[src/rtl/bmc_pkg.sv]
`default_nettype none
// ============================================================================
// Module      : bmc_pkg
// Description : Shared definitions for the BMC line encoder: default payload
//               width, encoder state type and the parity helper used when the
//               optional parity cell (BMC_PARITY_EN) is built in.
// Revision    : 1.0 - initial release
// ============================================================================
package bmc_pkg;

    localparam int BLOCK_W_DEFAULT = 28;

    typedef enum logic [0:0] {
        IDLE = 1'b0,
        SEND = 1'b1
    } state_t;

    // Even parity over a zero-extended payload (zero padding does not change
    // the XOR reduction). Supports payloads up to 64 bits.
    function automatic logic even_parity(input logic [63:0] v);
        return ^v;
    endfunction

endpackage
`default_nettype wire

[src/rtl/bmc_encoder_if.sv]
`default_nettype none
// ============================================================================
// Module      : bmc_encoder_if
// Description : Block-in / line-out bundle of the BMC encoder.
//               master : block source (drives valid_in, i_block)
//               slave  : encoder (drives ready_out, o_bmc, valid_out, busy,
//                        done)
// Revision    : 1.0 - initial release
// ============================================================================
interface bmc_encoder_if
    import bmc_pkg::*;
#(
    parameter int BLOCK_W = BLOCK_W_DEFAULT
) ();

    logic               valid_in;
    logic [BLOCK_W-1:0] i_block;
    logic               ready_out;
    logic               o_bmc;
    logic               valid_out;
    logic               busy;
    logic               done;

    modport master (
        output valid_in, i_block,
        input  ready_out, o_bmc, valid_out, busy, done
    );

    modport slave (
        input  valid_in, i_block,
        output ready_out, o_bmc, valid_out, busy, done
    );

endinterface
`default_nettype wire

[src/rtl/bmc_cell_strobe.sv]
`default_nettype none
// ============================================================================
// Module      : bmc_cell_strobe
// Description : Half-bit cell timer. Restarted by i_start (the accept cycle),
//               it raises o_tick once every HALF_PERIOD cycles while i_run is
//               high, the first tick landing HALF_PERIOD cycles after start.
// Ports       : clk, rst   - clock, synchronous active-high reset
//               i_start    - restart the divider
//               i_run      - divider counts while high
//               o_tick     - half-cell boundary strobe
// Revision    : 1.0 - initial release
// ============================================================================
module bmc_cell_strobe #(
    parameter int HALF_PERIOD = 4
) (
    input  logic clk,
    input  logic rst,
    input  logic i_start,
    input  logic i_run,
    output logic o_tick
);

    localparam int                 c_cnt_w   = $clog2(HALF_PERIOD) + 1;
    localparam logic [c_cnt_w-1:0] c_cnt_max = c_cnt_w'(HALF_PERIOD);
    localparam logic [c_cnt_w-1:0] c_cnt_one = c_cnt_w'(1);

    logic [c_cnt_w-1:0] r_cnt;

    // Counts 1..HALF_PERIOD; loading 1 on start puts the first tick exactly
    // HALF_PERIOD cycles after the accept. With HALF_PERIOD=1 the count
    // sits at 1 and every running cycle ticks.
    always_ff @(posedge clk) begin
        if (rst) begin
            r_cnt <= '0;
        end else if (i_start) begin
            r_cnt <= c_cnt_one;
        end else if (i_run) begin
            r_cnt <= (r_cnt == c_cnt_max) ? c_cnt_one : r_cnt + c_cnt_one;
        end
    end

    assign o_tick = i_run && (r_cnt == c_cnt_max);

endmodule
`default_nettype wire

[src/rtl/bmc_encoder.sv]
`default_nettype none
// ============================================================================
// Module      : bmc_encoder
// Description : Serialises one BLOCK_W-bit word, MSB first, into a Biphase
//               Mark Coded line. Each bit cell is two half-cells: the line
//               toggles at the start of every cell and toggles again mid-cell
//               for a 1. valid_out strobes once per half-cell update.
//               Build option: define BMC_PARITY_EN to append one even-parity
//               cell after the payload.
// Ports       : clk, rst        - clock, synchronous active-high reset
//               bus (slave)     - valid_in/i_block in; ready_out, o_bmc,
//                                 valid_out, busy, done out
// Revision    : 1.0 - initial release
// ============================================================================
module bmc_encoder
    import bmc_pkg::*;
#(
    parameter int   BLOCK_W     = BLOCK_W_DEFAULT,
    parameter int   HALF_PERIOD = 4,
    parameter logic IDLE_LEVEL  = 1'b0
) (
    input  logic         clk,
    input  logic         rst,
    bmc_encoder_if.slave bus
);

`ifdef BMC_PARITY_EN
    localparam int c_ncells = BLOCK_W + 1;
`else
    localparam int c_ncells = BLOCK_W;
`endif
    localparam int c_nhalf  = 2 * c_ncells;
    localparam int c_hidx_w = $clog2(c_nhalf) + 1;

    state_t               r_state;
    state_t               w_next_state;
    logic                 w_ready;
    logic                 w_busy;
    logic                 w_accept;
    logic                 w_emit;
    logic                 w_finish;
    logic                 w_tick;
    logic                 w_last;
    logic                 w_phase;
    logic [c_ncells-1:0]  w_load;
    logic [c_ncells-1:0]  r_shreg;
    logic [c_hidx_w-1:0]  r_half_idx;
    logic                 r_bmc;
    logic                 r_valid;
    logic                 r_done;

`ifdef BMC_PARITY_EN
    assign w_load = {bus.i_block, even_parity(64'(bus.i_block))};
`else
    assign w_load = bus.i_block;
`endif

    bmc_cell_strobe #(
        .HALF_PERIOD (HALF_PERIOD)
    ) u_strobe (
        .clk     (clk),
        .rst     (rst),
        .i_start (w_accept),
        .i_run   (w_busy),
        .o_tick  (w_tick)
    );

    // r_half_idx counts half-cells already on the line; once it reaches
    // c_nhalf the next tick closes the final cell instead of emitting.
    assign w_last  = (r_half_idx == c_hidx_w'(c_nhalf));
    // Odd index: the next half-cell is the second half of the current bit.
    assign w_phase = r_half_idx[0];

    // State register
    always_ff @(posedge clk) begin
        if (rst) begin
            r_state <= IDLE;
        end else begin
            r_state <= w_next_state;
        end
    end

    // Next-state logic
    always_comb begin
        w_next_state = r_state;
        case (r_state)
            IDLE:    if (bus.valid_in)     w_next_state = SEND;
            SEND:    if (w_tick && w_last) w_next_state = IDLE;
            default:                       w_next_state = IDLE;
        endcase
    end

    // State-derived controls
    always_comb begin
        w_ready  = (r_state == IDLE);
        w_busy   = (r_state == SEND);
        w_accept = w_ready && bus.valid_in;
        w_emit   = w_busy && w_tick && !w_last;
        w_finish = w_busy && w_tick && w_last;
    end

    // Datapath. The accept edge already emits the first half-cell, so the
    // line level is never reloaded between blocks: it carries over.
    always_ff @(posedge clk) begin
        if (rst) begin
            r_bmc      <= IDLE_LEVEL;
            r_valid    <= 1'b0;
            r_done     <= 1'b0;
            r_shreg    <= '0;
            r_half_idx <= '0;
        end else begin
            r_valid <= w_accept || w_emit;
            r_done  <= w_finish;
            if (w_accept) begin
                r_bmc      <= ~r_bmc;
                r_shreg    <= w_load;
                r_half_idx <= c_hidx_w'(1);
            end else if (w_emit) begin
                r_half_idx <= r_half_idx + c_hidx_w'(1);
                if (!w_phase) begin
                    r_bmc <= ~r_bmc;
                end else begin
                    if (r_shreg[c_ncells-1]) begin
                        r_bmc <= ~r_bmc;
                    end
                    r_shreg <= r_shreg << 1;
                end
            end
        end
    end

    assign bus.ready_out = w_ready;
    assign bus.busy      = w_busy;
    assign bus.o_bmc     = r_bmc;
    assign bus.valid_out = r_valid;
    assign bus.done      = r_done;

endmodule
`default_nettype wire

[src/flat_wrapper.sv]
// flat-port wrapper written by rule: the top's interface ports become plain ports
module bmc_encoder_flat import bmc_pkg::*;
#(
    parameter int   BLOCK_W     = BLOCK_W_DEFAULT,
    parameter int   HALF_PERIOD = 4,
    parameter logic IDLE_LEVEL  = 1'b0
)
  (clk, rst, bus_valid_in, bus_i_block, bus_ready_out, bus_o_bmc, bus_valid_out, bus_busy, bus_done);
  bmc_encoder_if #(.BLOCK_W(BLOCK_W)) bus_i ();
  input  logic clk;
  input  logic rst;
  input wire logic [$bits(bus_i.valid_in)-1:0] bus_valid_in;
  input wire logic [$bits(bus_i.i_block)-1:0] bus_i_block;
  output wire logic [$bits(bus_i.ready_out)-1:0] bus_ready_out;
  output wire logic [$bits(bus_i.o_bmc)-1:0] bus_o_bmc;
  output wire logic [$bits(bus_i.valid_out)-1:0] bus_valid_out;
  output wire logic [$bits(bus_i.busy)-1:0] bus_busy;
  output wire logic [$bits(bus_i.done)-1:0] bus_done;
  assign bus_i.valid_in = bus_valid_in;
  assign bus_i.i_block = bus_i_block;
  assign bus_ready_out = bus_i.ready_out;
  assign bus_o_bmc = bus_i.o_bmc;
  assign bus_valid_out = bus_i.valid_out;
  assign bus_busy = bus_i.busy;
  assign bus_done = bus_i.done;
  bmc_encoder #(.BLOCK_W(BLOCK_W), .HALF_PERIOD(HALF_PERIOD), .IDLE_LEVEL(IDLE_LEVEL)) u_core (.clk(clk), .rst(rst), .bus(bus_i));
endmodule
[config.mk]
export PLATFORM = sky130hd
export DESIGN_NAME = bmc_encoder_flat
export DESIGN_NICKNAME = d
export VERILOG_FILES = /design/src/rtl/bmc_pkg.sv /design/src/rtl/bmc_encoder_if.sv /design/src/rtl/bmc_cell_strobe.sv /design/src/rtl/bmc_encoder.sv /design/src/flat_wrapper.sv
export SDC_FILE = /design/constraint.sdc
export NUM_CORES = 1
export LEC_CHECK = 0
export ABC_AREA = 1
export CAP_MARGIN = 20
export CELL_PAD_IN_SITES_DETAIL_PLACEMENT = 0
export CELL_PAD_IN_SITES_GLOBAL_PLACEMENT = 1
export CORE_UTILIZATION = 37
export DETAILED_ROUTE_END_ITERATION = 8
export HOLD_SLACK_MARGIN = 0.03
export PLACE_DENSITY = 0.88
export SLEW_MARGIN = 20
export SYNTH_ARGS = -nofsm -noshare
export SYNTH_HDL_FRONTEND = slang
export SYNTH_SLANG_ARGS = --single-unit
export TNS_END_PERCENT = 50
[constraint.sdc]
create_clock -name clk -period 1.7 [get_ports clk]
set_clock_uncertainty 0.1 [all_clocks]
set_input_delay 0.34 -clock clk [delete_from_list [all_inputs] [get_ports clk]]
set_output_delay 0.34 -clock clk [all_outputs]
set_load 0.05 [all_outputs]
==> results.sh <==
export IMPL_drv_cap=0
export IMPL_clk_pin_slew_worst_paths_ns=0.08
export IMPL_synth_to_layout_area_growth_pct=30.2
export IMPL_fin_setup_tns_ns=0
export IMPL_coreArea_um2=5890
export IMPL_grt_setup_unrepaired="no"
export IMPL_warnings_from_yosys=0
export IMPL_worst_path_dominant_cell_family="simple AND/OR/NAND/NOR gates"
export IMPL_dpl_instance_area_um2=2720
export IMPL_place_hpwl_mm=3.12
export IMPL_cell_types_with_the_highest_counts_after_synthesis="167 x sky130_fd_sc_hd__nand2_1, 62 x sky130_fd_sc_hd__nor2_1, 42 x sky130_fd_sc_hd__dfxtp_1, 40 x sky130_fd_sc_hd__inv_1, 12 x sky130_fd_sc_hd__a21oi_1"
export IMPL_worst_endpoint_arrival_ns=1.72
export IMPL_timing_critical_path_cells="inv_1 > ha_1 > nand2_1 > nor2_4 > nand3_4 > nand2_8 > clkbuf_16 > nor2_1 > nor2_1"
export IMPL_first_pass_iters=4
export IMPL_top_level_ports=36
export IMPL_worst_slack_ns=0.0994
export IMPL_std_cell_rows=28
export IMPL_htreeDepth=2
export IMPL_syn_inst=366
export IMPL_pwr_share_seq_pct=42.7
export IMPL_global_route_usage_met3_pct=3.09
export IMPL_power_density_nw_per_um2=865
export IMPL_syn_avg_cell_area_um2=6.15
export IMPL_timing_critical_path_fanout_max=14
export IMPL_startpoint_type="register"
export IMPL_worst_ep_required_time_ns=1.82
export IMPL_design_die_area_um2=6400
export IMPL_numCtsBuffers=5
export IMPL_grt_overflow_total=0
export IMPL_n_antenna_cell=0
export IMPL_net_count_after_synthesis=401
export IMPL_synthDominantCellAreaShare_pct=37.3
export IMPL_gr_usage_met1_pct=19.9
export IMPL_netlist_cell_type_count=20
export IMPL_number_of_antenna_violations_at_the_first_check_in_global_routing=0
export IMPL_p_int_w=0.00190
export IMPL_power_static_leakage_nw=1.45
export IMPL_finalHoldViolCount=0
export IMPL_placement_setup_worst_slack_ns=-0.0510
export IMPL_antenna_violating_nets_post_route=0
export IMPL_peakVddDrop_mv=0.395
export IMPL_yosys_most_used_dff="sky130_fd_sc_hd__dfxtp_1"
export IMPL_tritoncts_num_sinks=42
export IMPL_first_global_vias=1917
export IMPL_finished_cell_area_um2=2930
export IMPL_finish_net_count=442
export IMPL_synth_most_common_cell="sky130_fd_sc_hd__nand2_1"
export IMPL_criticalPathCategory="reg2reg"
export IMPL_drt_first_iter_violations=86
export IMPL_cts_hold_buffers_added=0
export IMPL_clk_latency_ns=0.30
export IMPL_first_pass_grt_wire_length_mm=8.07
export IMPL_fp_dieH_um=80.0
export IMPL_worstSetupEndpointType="register"
export IMPL_run_status="complete, no violations"
export IMPL_global_route_peak_usage_layer="met2"
export IMPL_combPwrFrac_pct=18.5
export IMPL_grt_use_met2_pct=27.4
export IMPL_starting_utilization_of_the_core_area_pct=38.3
export IMPL_synth_edf_count=0
export IMPL_power_switching_fraction_pct=25.1
export IMPL_hold_path_class="reg2reg"
export IMPL_fillers=626
export IMPL_drive_above_1_share_pct=9.80
export IMPL_routed_wirelength_mm=4.76
export IMPL_drt_vias_per_instance=4.34
export IMPL_period_minus_slack_ns=1.60
export IMPL_report_final_setup_viol=0
export IMPL_drc=0
export IMPL_netlist_area_um2=2250
export IMPL_final_max_slew_viol_count=0
export IMPL_async_reset_ff_share_pct=0
export IMPL_cpPeakStageDelay_ns=0.34
export IMPL_synth_top_cell_by_area="sky130_fd_sc_hd__dfxtp_1"
export IMPL_vias=2096
export IMPL_cts_root_buf="sky130_fd_sc_hd__clkbuf_8"
export IMPL_port_buffer_count=35
export IMPL_routabilityCongestion=0.742
export IMPL_ff_latch_area_um2=842
export IMPL_grt_max_degree=30
export IMPL_routedWlPerCell_um=9.86
export IMPL_critPathSlowestCell="sky130_fd_sc_hd__dfxtp_1"
export IMPL_critical_path_n_buffers_inverters=2
export IMPL_synth_sequential_area_ratio_pct=37.3
export IMPL_net_switching_component_of_the_power_w=0.000636
export IMPL_cts_path_max_buffers=2
export IMPL_multiInputGateArea_um2=1150
export IMPL_die_width_um=80.0
export IMPL_share_clk_of_total_power_pct=38.9
export IMPL_synth_area_top_cells="sky130_fd_sc_hd__dfxtp_1 37%, sky130_fd_sc_hd__nand2_1 28%, sky130_fd_sc_hd__nor2_1 10%"
export IMPL_final_cycle_utilization_of_the_critical_path_pct=94.2
export IMPL_tritoncts="built"
export IMPL_yosys_register_bits=42
export IMPL_maxSlewHeadroom_pct=77.8
export IMPL_grtUsageTotal_pct=16.0
export IMPL_utilization_pct=49.8
export IMPL_max_freq_mhz=625
export IMPL_worst_margin_pin_slew_ns=0.333
export IMPL_critical_path_most_common_cell="sky130_fd_sc_hd__nor2_1"
-- placed cells by master (no fill, tap or decap) --
| cell | instances |
|---|---|
| sky130_fd_sc_hd__bufinv_16 | 2 |
| sky130_fd_sc_hd__nand4_1 | 2 |
| sky130_fd_sc_hd__nand3_1 | 6 |
| sky130_fd_sc_hd__clkbuf_8 | 6 |
| sky130_fd_sc_hd__or2_2 | 1 |
| sky130_fd_sc_hd__nand2_4 | 1 |
| sky130_fd_sc_hd__buf_4 | 10 |
| sky130_fd_sc_hd__ha_1 | 4 |
| sky130_fd_sc_hd__buf_12 | 6 |
| sky130_fd_sc_hd__nor2_1 | 62 |
| sky130_fd_sc_hd__clkbuf_16 | 2 |
| sky130_fd_sc_hd__nand2_1 | 167 |
| sky130_fd_sc_hd__nand2_2 | 3 |
| sky130_fd_sc_hd__nor2_4 | 1 |
| sky130_fd_sc_hd__nor2_2 | 1 |
| sky130_fd_sc_hd__nor3b_1 | 1 |
| sky130_fd_sc_hd__a21oi_1 | 12 |
| sky130_fd_sc_hd__xor2_1 | 2 |
| sky130_fd_sc_hd__nand3_4 | 1 |
| sky130_fd_sc_hd__inv_1 | 39 |
| sky130_fd_sc_hd__xnor2_1 | 2 |
| sky130_fd_sc_hd__clkdlybuf4s50_1 | 30 |
| sky130_fd_sc_hd__inv_2 | 4 |
| sky130_fd_sc_hd__nand2_8 | 1 |
| sky130_fd_sc_hd__dfxtp_1 | 41 |
| sky130_fd_sc_hd__dfxtp_2 | 1 |
-- through the flow --
stage,std cells,hold WS [ns],total power (W)
3_3_place_gp,472,0.363,0.00155
3_5_place_dp,472,0.372,0.00155
6_report,483,0.387,0.00253
4_1_cts,480,0.388,0.00254
2_1_floorplan,366,0.309,0.00139
5_1_grt,483,0.411,0.00268
-- power groups by stage --
stage               logic (W)  clock network, W  registers, W
floorplan            0.000278                 0       0.00111
global placement     0.000444                 0       0.00110
detailed placement   0.000448                 0       0.00110
CTS                  0.000451           0.00101       0.00108
global route         0.000536           0.00105       0.00109
finish               0.000468          0.000985       0.00108
-- repair_timing --
item                       in CTS  in global routing
gates resized for setup         0                  3
setup buffers                   0                  1
setup endpoints to repair       0                 13
-- flip-flops by register name (all words and copies together) (netlist names) --
register and cells:
u_core.bus.valid_out 1, u_core.bus.busy 1, u_core.bus.o_bmc 1, u_core.r_shreg 28, u_core.r_half_idx 7, u_core.u_strobe.r_cnt 3, u_core.bus.done 1
-- final timing paths --
| kind | end | from | cells after the start | slack (ns) |
|---|---|---|---|---|
| max reg2reg | u_core.r_shreg[12] | u_core.u_strobe.r_cnt[0] | 9 | 0.1 |
| min | u_core.r_shreg[9] | u_core.r_shreg[9] | 2 | 0.39 |
| max | u_core.r_shreg[12] | u_core.u_strobe.r_cnt[0] | 9 | 0.1 |
| min reg2reg | u_core.r_shreg[9] | u_core.r_shreg[9] | 2 | 0.39 |
-- worst reg2reg max path, cell delays in order (launching register included) --
cell                        delay [ns]
sky130_fd_sc_hd__dfxtp_1          0.34
sky130_fd_sc_hd__inv_1            0.06
sky130_fd_sc_hd__ha_1             0.14
sky130_fd_sc_hd__nand2_1          0.09
sky130_fd_sc_hd__nor2_4           0.19
sky130_fd_sc_hd__nand3_4          0.12
sky130_fd_sc_hd__nand2_8          0.13
sky130_fd_sc_hd__clkbuf_16        0.18
sky130_fd_sc_hd__nor2_1           0.04
sky130_fd_sc_hd__nor2_1           0.14
-- kinds of logic after synthesis --
family | after synthesis | share of synthesized area, %
compound gates | 12 | 2.67
xor+xnor | 4 | 1.56
fa+ha+maj | 4 | 2.22
buf+inv | 57 | 12.5
flops | 42 | 37.3
simple gates | 247 | 43.7
-- per-layer routing --
layer | wire (µm) | up-vias
li1 | - | 1159
met1 | 2370 | 904
met2 | 2190 | 29
met3 | 151 | 4
met4 | 50 | 0
met5 | 0 | -
-- layout make-up --
type | instances | share of cell area (%)
Multi-Input combinational cell | 267 | 39.1
Sequential cell | 42 | 28.7
Timing Repair Buffer | 48 | 18.6
Inverter | 43 | 5.51
Tap cell | 75 | 3.20
Clock buffer | 6 | 2.82
Clock inverter | 2 | 2.05
Power figures use the tool's default switching activity.
